## src/rtl/fpu_issue_queue.sv

```systemverilog
// fpu_issue_queue: request/response front end for the single-precision FPU core.
// Requests are accepted on a valid/ready handshake and registered onto the
// core's inputs. Each accepted request's {valid, tag} is carried through a
// tracking shift register that is as long as the core's latency, plus one
// stage. When an entry leaves that register, the core's result and flags are
// captured into a first-word-fall-through FIFO. Credits keep the FIFO from
// overflowing: an accept is allowed only while
// in-flight + FIFO occupancy < FIFO_DEPTH.
//
// Handshake semantics, for both the request and the response port:
// - A transfer happens on a rising clk edge where valid and ready are both 1.
// - valid never depends on ready.
// - req_ready depends only on registered state, never on req_valid.
// - While rsp_valid is 1, rsp_data, rsp_flags and rsp_tag hold the FIFO head
//   and stay stable until that head is popped.
module fpu_issue_queue #(
  parameter int LATENCY    = 4,
  parameter int FIFO_DEPTH = 4,
  parameter int TAG_W      = 4
) (
  input  logic             clk,
  input  logic             rst,
  input  logic             req_valid,
  output logic             req_ready,
  input  logic [2:0]       req_op,
  input  logic [1:0]       req_rmode,
  input  logic [31:0]      req_opa,
  input  logic [31:0]      req_opb,
  input  logic [TAG_W-1:0] req_tag,
  output logic [2:0]       fpu_op,
  output logic [1:0]       fpu_rmode,
  output logic [31:0]      opa,
  output logic [31:0]      opb,
  input  logic [31:0]      fpu_out,
  input  logic [7:0]       fpu_flags,
  output logic             rsp_valid,
  input  logic             rsp_ready,
  output logic [31:0]      rsp_data,
  output logic [7:0]       rsp_flags,
  output logic [TAG_W-1:0] rsp_tag,
  output logic             busy
);

  localparam int PW = $clog2(FIFO_DEPTH);
  localparam int CW = PW + 1;
  localparam logic [CW-1:0] DEPTH_C = CW'(FIFO_DEPTH);

  // Credit and FIFO bookkeeping
  logic [CW-1:0]    out_cnt;
  logic [CW-1:0]    out_cnt_nxt;
  logic [CW-1:0]    fifo_cnt;
  logic [CW-1:0]    fifo_cnt_nxt;
  logic [PW-1:0]    wr_ptr;
  logic [PW-1:0]    rd_ptr;

  // Tracking shift register: stage 0 is loaded on the accept edge
  logic [LATENCY:0] sr_valid;
  logic [TAG_W-1:0] sr_tag [LATENCY+1];

  // Result FIFO storage
  logic [31:0]      mem_data  [FIFO_DEPTH];
  logic [7:0]       mem_flags [FIFO_DEPTH];
  logic [TAG_W-1:0] mem_tag   [FIFO_DEPTH];

  logic accept;
  logic pop;
  logic capture;

  assign req_ready = (out_cnt < DEPTH_C);
  assign busy      = (out_cnt != '0);
  assign rsp_valid = (fifo_cnt != '0);

  assign accept  = req_valid && req_ready;
  assign pop     = rsp_valid && rsp_ready;
  assign capture = sr_valid[LATENCY];

  // Response fields are forced to 0 while the FIFO is empty, so the outputs
  // read 0 out of reset even though the storage array is never cleared.
  assign rsp_data  = rsp_valid ? mem_data[rd_ptr]  : '0;
  assign rsp_flags = rsp_valid ? mem_flags[rd_ptr] : '0;
  assign rsp_tag   = rsp_valid ? mem_tag[rd_ptr]   : '0;

  // Next counts.
  // outstanding: moves only on accept and pop.
  // FIFO occupancy: moves only on capture and pop.
  always_comb begin
    out_cnt_nxt  = out_cnt;
    fifo_cnt_nxt = fifo_cnt;
    if (accept && !pop) begin
      out_cnt_nxt = out_cnt + CW'(1);
    end else if (pop && !accept) begin
      out_cnt_nxt = out_cnt - CW'(1);
    end
    if (capture && !pop) begin
      fifo_cnt_nxt = fifo_cnt + CW'(1);
    end else if (pop && !capture) begin
      fifo_cnt_nxt = fifo_cnt - CW'(1);
    end
  end

  // Core operand and mode registers: load on accept, hold through idle cycles
  always_ff @(posedge clk) begin
    if (rst) begin
      fpu_op    <= '0;
      fpu_rmode <= '0;
      opa       <= '0;
      opb       <= '0;
    end else if (accept) begin
      fpu_op    <= req_op;
      fpu_rmode <= req_rmode;
      opa       <= req_opa;
      opb       <= req_opb;
    end
  end

  // Track each accepted request alongside the core pipeline
  always_ff @(posedge clk) begin
    if (rst) begin
      sr_valid <= '0;
      for (int i = 0; i <= LATENCY; i++) begin
        sr_tag[i] <= '0;
      end
    end else begin
      sr_valid  <= {sr_valid[LATENCY-1:0], accept};
      sr_tag[0] <= req_tag;
      for (int i = 1; i <= LATENCY; i++) begin
        sr_tag[i] <= sr_tag[i-1];
      end
    end
  end

  // Capture the core result into the FIFO as its tracking entry leaves.
  // At full, a same-edge pop frees the head slot that this write lands on.
  always_ff @(posedge clk) begin
    if (!rst && capture) begin
      mem_data[wr_ptr]  <= fpu_out;
      mem_flags[wr_ptr] <= fpu_flags;
      mem_tag[wr_ptr]   <= sr_tag[LATENCY];
    end
  end

  // Pointers and counters; pointers wrap naturally modulo FIFO_DEPTH
  always_ff @(posedge clk) begin
    if (rst) begin
      wr_ptr   <= '0;
      rd_ptr   <= '0;
      out_cnt  <= '0;
      fifo_cnt <= '0;
    end else begin
      if (capture) begin
        wr_ptr <= wr_ptr + PW'(1);
      end
      if (pop) begin
        rd_ptr <= rd_ptr + PW'(1);
      end
      out_cnt  <= out_cnt_nxt;
      fifo_cnt <= fifo_cnt_nxt;
    end
  end

  // Simulation checks on credit consistency.
  // The credit count never exceeds FIFO_DEPTH and always equals the
  // in-flight entries plus the FIFO occupancy.
  always_ff @(posedge clk) begin
    if (!rst) begin
      assert (out_cnt <= DEPTH_C);
      assert (fifo_cnt <= out_cnt);
      assert (int'(out_cnt) == $countones(sr_valid) + int'(fifo_cnt));
      assert (!(pop && out_cnt == '0));
    end
  end

endmodule

```

## config.mk

```make
export PLATFORM = sky130hd
export DESIGN_NAME = fpu_issue_queue
export DESIGN_NICKNAME = d
export VERILOG_FILES = /design/src/rtl/fpu_issue_queue.sv
export SDC_FILE = /design/constraint.sdc
export NUM_CORES = 1
export LEC_CHECK = 0
export BUFFER_PORTS_ARGS = -buffer_cell sky130_fd_sc_hd__buf_2
export CAP_MARGIN = 10
export CORE_MARGIN = 4
export CORE_UTILIZATION = 33
export DETAILED_ROUTE_END_ITERATION = 16
export GPL_ROUTABILITY_DRIVEN = 1
export MAX_ROUTING_LAYER = met4
export PLACE_DENSITY_LB_ADDON = 0.08
export SLEW_MARGIN = 20
export SYNTH_ARGS = -nofsm -noshare
export SYNTH_HDL_FRONTEND = slang
export SYNTH_SLANG_ARGS = --single-unit
```

## constraint.sdc

```tcl
create_clock -name clk -period 2.15 [get_ports clk]
set_input_delay 0.3225 -clock clk [delete_from_list [all_inputs] [get_ports clk]]
set_output_delay 0.3225 -clock clk [all_outputs]
set_load 0.05 [all_outputs]
```

Word level (Yosys, flattened, before mapping)
Memories as Yosys holds them, arrays and structs flattened. A register that Yosys moved wholly into a read port is not among the register bits.
Index checks and enable logic that the tools add are counted.
{ "classes": {"n_lt_le_gt_ge": 1, "muxes": 23, "n_addsub": 6, "reduce_logical": 15, "n_bitwise": 5} }
{ "op_table": {"columns": ["op", "count"], "rows": [
  ["two-way mux 32 bit", 1],
  ["two-way mux 4 bit", 6],
  ["two-way mux 2 bit", 6],
  ["two-way mux 3 bit", 4],
  ["two-way mux 8 bit", 1],
  ["logical AND 1 bit", 7],
  ["adder 3 x 1 -> 3 bit, second input constant", 2],
  ["nonzero test 3 bit", 2],
  ["subtractor 3 x 1 -> 3 bit, second input constant", 2],
  ["two-way mux 1 bit", 5],
  ["bitwise OR 1 bit", 5],
  ["adder 2 x 1 -> 2 bit, second input constant", 2],
  ["zero test 1 bit", 4],
  ["nonzero test 2 bit", 2],
  ["less-than comparator 3 bit, second input constant", 1]
]} }
{ "word_totals": {"output_inout_bits": 116, "n_memories": 4, "word_cells": 63, "ram_bits": 196, "input_bits": 117, "reg_bits": 84} }
{ "memory_table": {"columns": ["memory", "words", "width", "rd", "rd_clocked_by_memory_dff", "write_ports", "line", "text"], "rows": [
  ["mem_data", 4, 32, 1, 1, 1, "61", "logic [31:0] mem_data [FIFO_DEPTH];"],
  ["mem_flags", 4, 8, 1, 1, 1, "62", "logic [7:0] mem_flags [FIFO_DEPTH];"],
  ["sr_tag", 5, 4, 5, 0, 5, "58", "logic [TAG_W-1:0] sr_tag [LATENCY+1];"],
  ["mem_tag", 4, 4, 1, 1, 1, "63", "logic [TAG_W-1:0] mem_tag [FIFO_DEPTH];"]
]} }

Logic depth before layout (Yosys ltp)
{ "logic_depth": {"word_depth": 6, "mapped_depth": 10, "depth_no_buf": 8} }

Worst setup path after synthesis
OpenSTA, ideal clock, no wires.
{ "synth_timing": {"kind": "in2reg", "start": "input rst", "end": "memory mem_data[0][0] (enable)", "setup_slack_ps": 35, "required_time_ps": 1744, "cell_stages": 3, "arrival_ps": 1710, "setup_time_ps": 406, "path_buffers": 1, "cell_sequence": "buf_2 nor2b_1 and2_1"} }
{ "synth_between": {"elab_chain_cells": 4} }
{ "synth_lines": {"columns": ["element", "line", "text"], "rows": [
  ["from (decl)", "22", "input logic rst,"],
  ["zero test 1 bit", null, null],
  ["logical AND 1 bit", "135", "if (!rst && capture) begin"],
  ["two-way mux 1 bit", "135", null],
  ["two-way mux 1 bit (not written as such)", "136", "mem_data[wr_ptr] <= fpu_out;"],
  ["to (decl)", "61", null]
]} }
Every way passes these cells.

==> out/metrics.cfg <==
[timing]
fmax_mhz=416
fin_setup_tns_ps=-8250
setup_ws_ps=-251
fin_skew_ps=14.9
rsz0062_at_grt=yes
tightest_slew_ps=782
setup_viol=44
finalCritPeriodShare_pct=112
max_slew_margin_pct=47.9
slew_violations=0
final_hold_viol_count=0
period_needed_ps=2400

[clocking]
clkLatencyLatePin_ps=540
cts_root_buf=clkbuf_16
cts_num_sinks=282
cts_max_path_buffers=3
cts_made_buffers=31
h-tree-depth=1
cts_tree=yes
clk_pin_slew_ps=60

[critical_path]
critPathSlowestCell=mux4_2
path_class=reg -> out
path_cells=buf_12 -> buf_12 -> mux4_2 -> and2b_1 -> buf_6
required_ps=1830
cp_common_cell=buf_12
critPathLaunchType=flop
slowest_delay_ps=500
arrival_ps=2080
end_kind=primary output
worstPathMaxFanout=6

[placement]
port-buffer-count=232
hpwl_mm=14.1
dpl_worst_slack_ps=145
gp_congestion=0.700

[pwr]
p_int_mw=12.6
seqPwrFrac_pct=31.3
power_leakage_nw=5.69
power.share.switching_pct=36.0
clkPwrFrac_pct=26.2
p_per_area_mw_per_mm2=1340
p_sw_mw=7.07
comb_power_share_pct=42.5
peakVddDrop_mv=0.631

[grt]
busiest_layer=met2
track_usage_pct=14.5
antenna_found_initial=1
overflow=0
grt_use_met1_pct=18.9
grt_max_degree=106
grt_util_met2_pct=23.3
first_global_vias=6863
grt_pass1_wl_mm=38.1
grtUsageMet3_pct=3.65

[synthesis]
avgSynthCellArea_um2=14.9
synth_warnings=0
synth-simple-area-share_pct=10.3
synth_xor_area_share_pct=0.509
ys_seq_area_share_pct=71.7
synth-compound-area-share_pct=3.71
syn-num-nets=820
synth_mux_area_share_pct=9.96
synth_top_family_by_area=simple AND/OR/NAND/NOR gates
netlist_instances=695
ys_ff_latch=282
synth_fa_ha_area_share_pct=1.11
syn_area_mm2=0.0103
synth.distinct_cells=28

[floorplanning]
initial_utilization_pct=33.6
die_area_mm2=0.0342
die_h_um=185
io_pins=233
rows=64
coreArea_mm2=0.0307
fp.dieW_um=185

[route]
dr.first_iter.drc_count=319
vias=6518
drcViolationCount=0
routed_wl_mm=24.6
dr.pass1.iters=4
post_drt_wl_per_cell_um=16.9
ant_nets=0
via_per_inst=4.47

[final_layout]
regArea_mm2=0.00742
layout_commonest_cell=buf_2
final_cell_mix=buf_2, edfxtp_1, nand2_1, dfxtp_1, dlygate4sd3_1
multi_input_area_mm2=0.00281
syn_to_final_growth_pct=41.8
drive_gt1_share_pct=37.0
nNetsFinal=1163
fill_cells=2767

[job]
drv_cap=0

[min_path]
min_path_type=in -> reg

[run_status]
failed_checks=setup timing
run_status=finished, violations left

## through the flow
step / power (mW) / utilization [%] / cells / area, µm² / hold slack [ps]
global placement: 12.4 / 39.1 / 1300 / 12000 / 418
finish: 19.7 / 47.6 / 1459 / 14600 / 24.6
global route: 20.6 / 47.6 / 1459 / 14600 / 4.46
CTS: 19.9 / 47.5 / 1457 / 14600 / 0.740
floorplan: 10.9 / - / 695 / 10300 / 414
detailed placement: 12.4 / 39.1 / 1300 / 12000 / 420
## layer usage
metal  routed length (µm)  part of all wire, %
met1                10600                   43
met2                11800                   48
met3                 1850                  7.5
met4                  329                  1.3
met5                    0                    0
## path summary, 6_finish.rpt
kind	from	slack (ps)	depth (start not counted)	end
min	req_opb[15]	20	3	opb[15]$_SDFFE_PP0N_
max reg2reg	fifo_cnt[1]$_SDFFE_PP0P_	110	8	fifo_cnt[2]$_SDFFE_PP0P_
max	flop	-250	5	rsp_data[12]
min reg2reg	sr_tag[0][0]$_SDFF_PP0_	430	1	sr_tag[0][4]$_SDFF_PP0_
## cell type report
class	count	share of cell area, %
clock buffer	49	6.47
tap	396	3.38
timing repair buffer	352	19.6
clock inverter	8	0.461
sequential	282	50.6
multi-input combinational	364	19.2
inverter	7	0.179
antenna	1	0.0171
## worst max-delay path, delay by kind of cell, from the launching register on
| family | cells | cell delay, ps |
|---|---|---|
| DFF | 1 | 400 |
| buffers and inverters | 3 | 430 |
| and+or+nand+nor | 1 | 190 |
| muxes | 1 | 500 |
## state kept, by name (all words and copies together), names as in the netlist, named ones only
| name | cells |
|---|---|
| opb | 32 |
| mem_flags | 32 |
| out_cnt | 3 |
| fpu_op | 3 |
| rd_ptr | 2 |
| sr_valid | 5 |
| opa | 32 |
| mem_tag | 16 |
| fifo_cnt | 3 |
| fpu_rmode | 2 |
| mem_data | 128 |
| sr_tag | 20 |
| wr_ptr | 2 |
## cell usage after synthesis
cell type | n | area [µm²]
mux2i_1 | 3 | 30.0
buf_1 | 5 | 18.8
inv_2 | 1 | 3.75
and2_1 | 4 | 25.0
or3_1 | 4 | 25.0
buf_2 | 20 | 100
mux4_1 | 2 | 52.6
a21oi_1 | 72 | 360
nor3_1 | 1 | 5.00
buf_6 | 2 | 22.5
nor2_1 | 9 | 33.8
nor2b_1 | 54 | 338
edfxtp_1 | 176 | 5290
fa_1 | 2 | 40.0
buf_12 | 3 | 60.1
mux4_2 | 42 | 946
inv_1 | 6 | 22.5
xnor2_1 | 1 | 8.76
ha_1 | 6 | 75.1
and2b_1 | 15 | 113
nand2b_1 | 1 | 6.26
o21ai_0 | 3 | 15.0
clkbuf_1 | 10 | 37.5
dfxtp_1 | 106 | 2120
o31ai_1 | 1 | 7.51
xor2_1 | 5 | 43.8
clkbuf_2 | 2 | 10.0
nand2_1 | 139 | 522
## power groups by stage
stage          logic, mW  clock network [mW]  registers, mW
6_report            8.36                5.14           6.16
5_1_grt             8.82                5.61           6.19
4_1_cts             8.42                5.33           6.15
3_5_place_dp        6.15                   0           6.29
3_3_place_gp        6.16                   0           6.28
2_1_floorplan       4.23                   0           6.69
## kinds of logic (layout without fill, tap and decap cells)
logic type                 Yosys count  after routing
and+or+nand+nor                    227            227
adders and majority gates            8              8
buffers and inverters               49            416
AOI/OAI and AO/OA                   76             76
DFF                                282            282
xor gates and xnor gates             6              6
muxes                               47             47
other                                0              1
## repair_timing
| item | 4_1_cts | 5_1_grt |
|---|---|---|
| pin swaps | 1 | 1 |
| endpoints found under the setup margin | 45 | 47 |
| gates resized for setup | 125 | 19 |
| hold endpoints to repair | 202 | 0 |
| buffers inserted | 8 | 2 |
| hold buffers | 85 | 0 |
| gates cloned | 7 | 0 |
No activity file was read; power rests on OpenSTA's default activity.
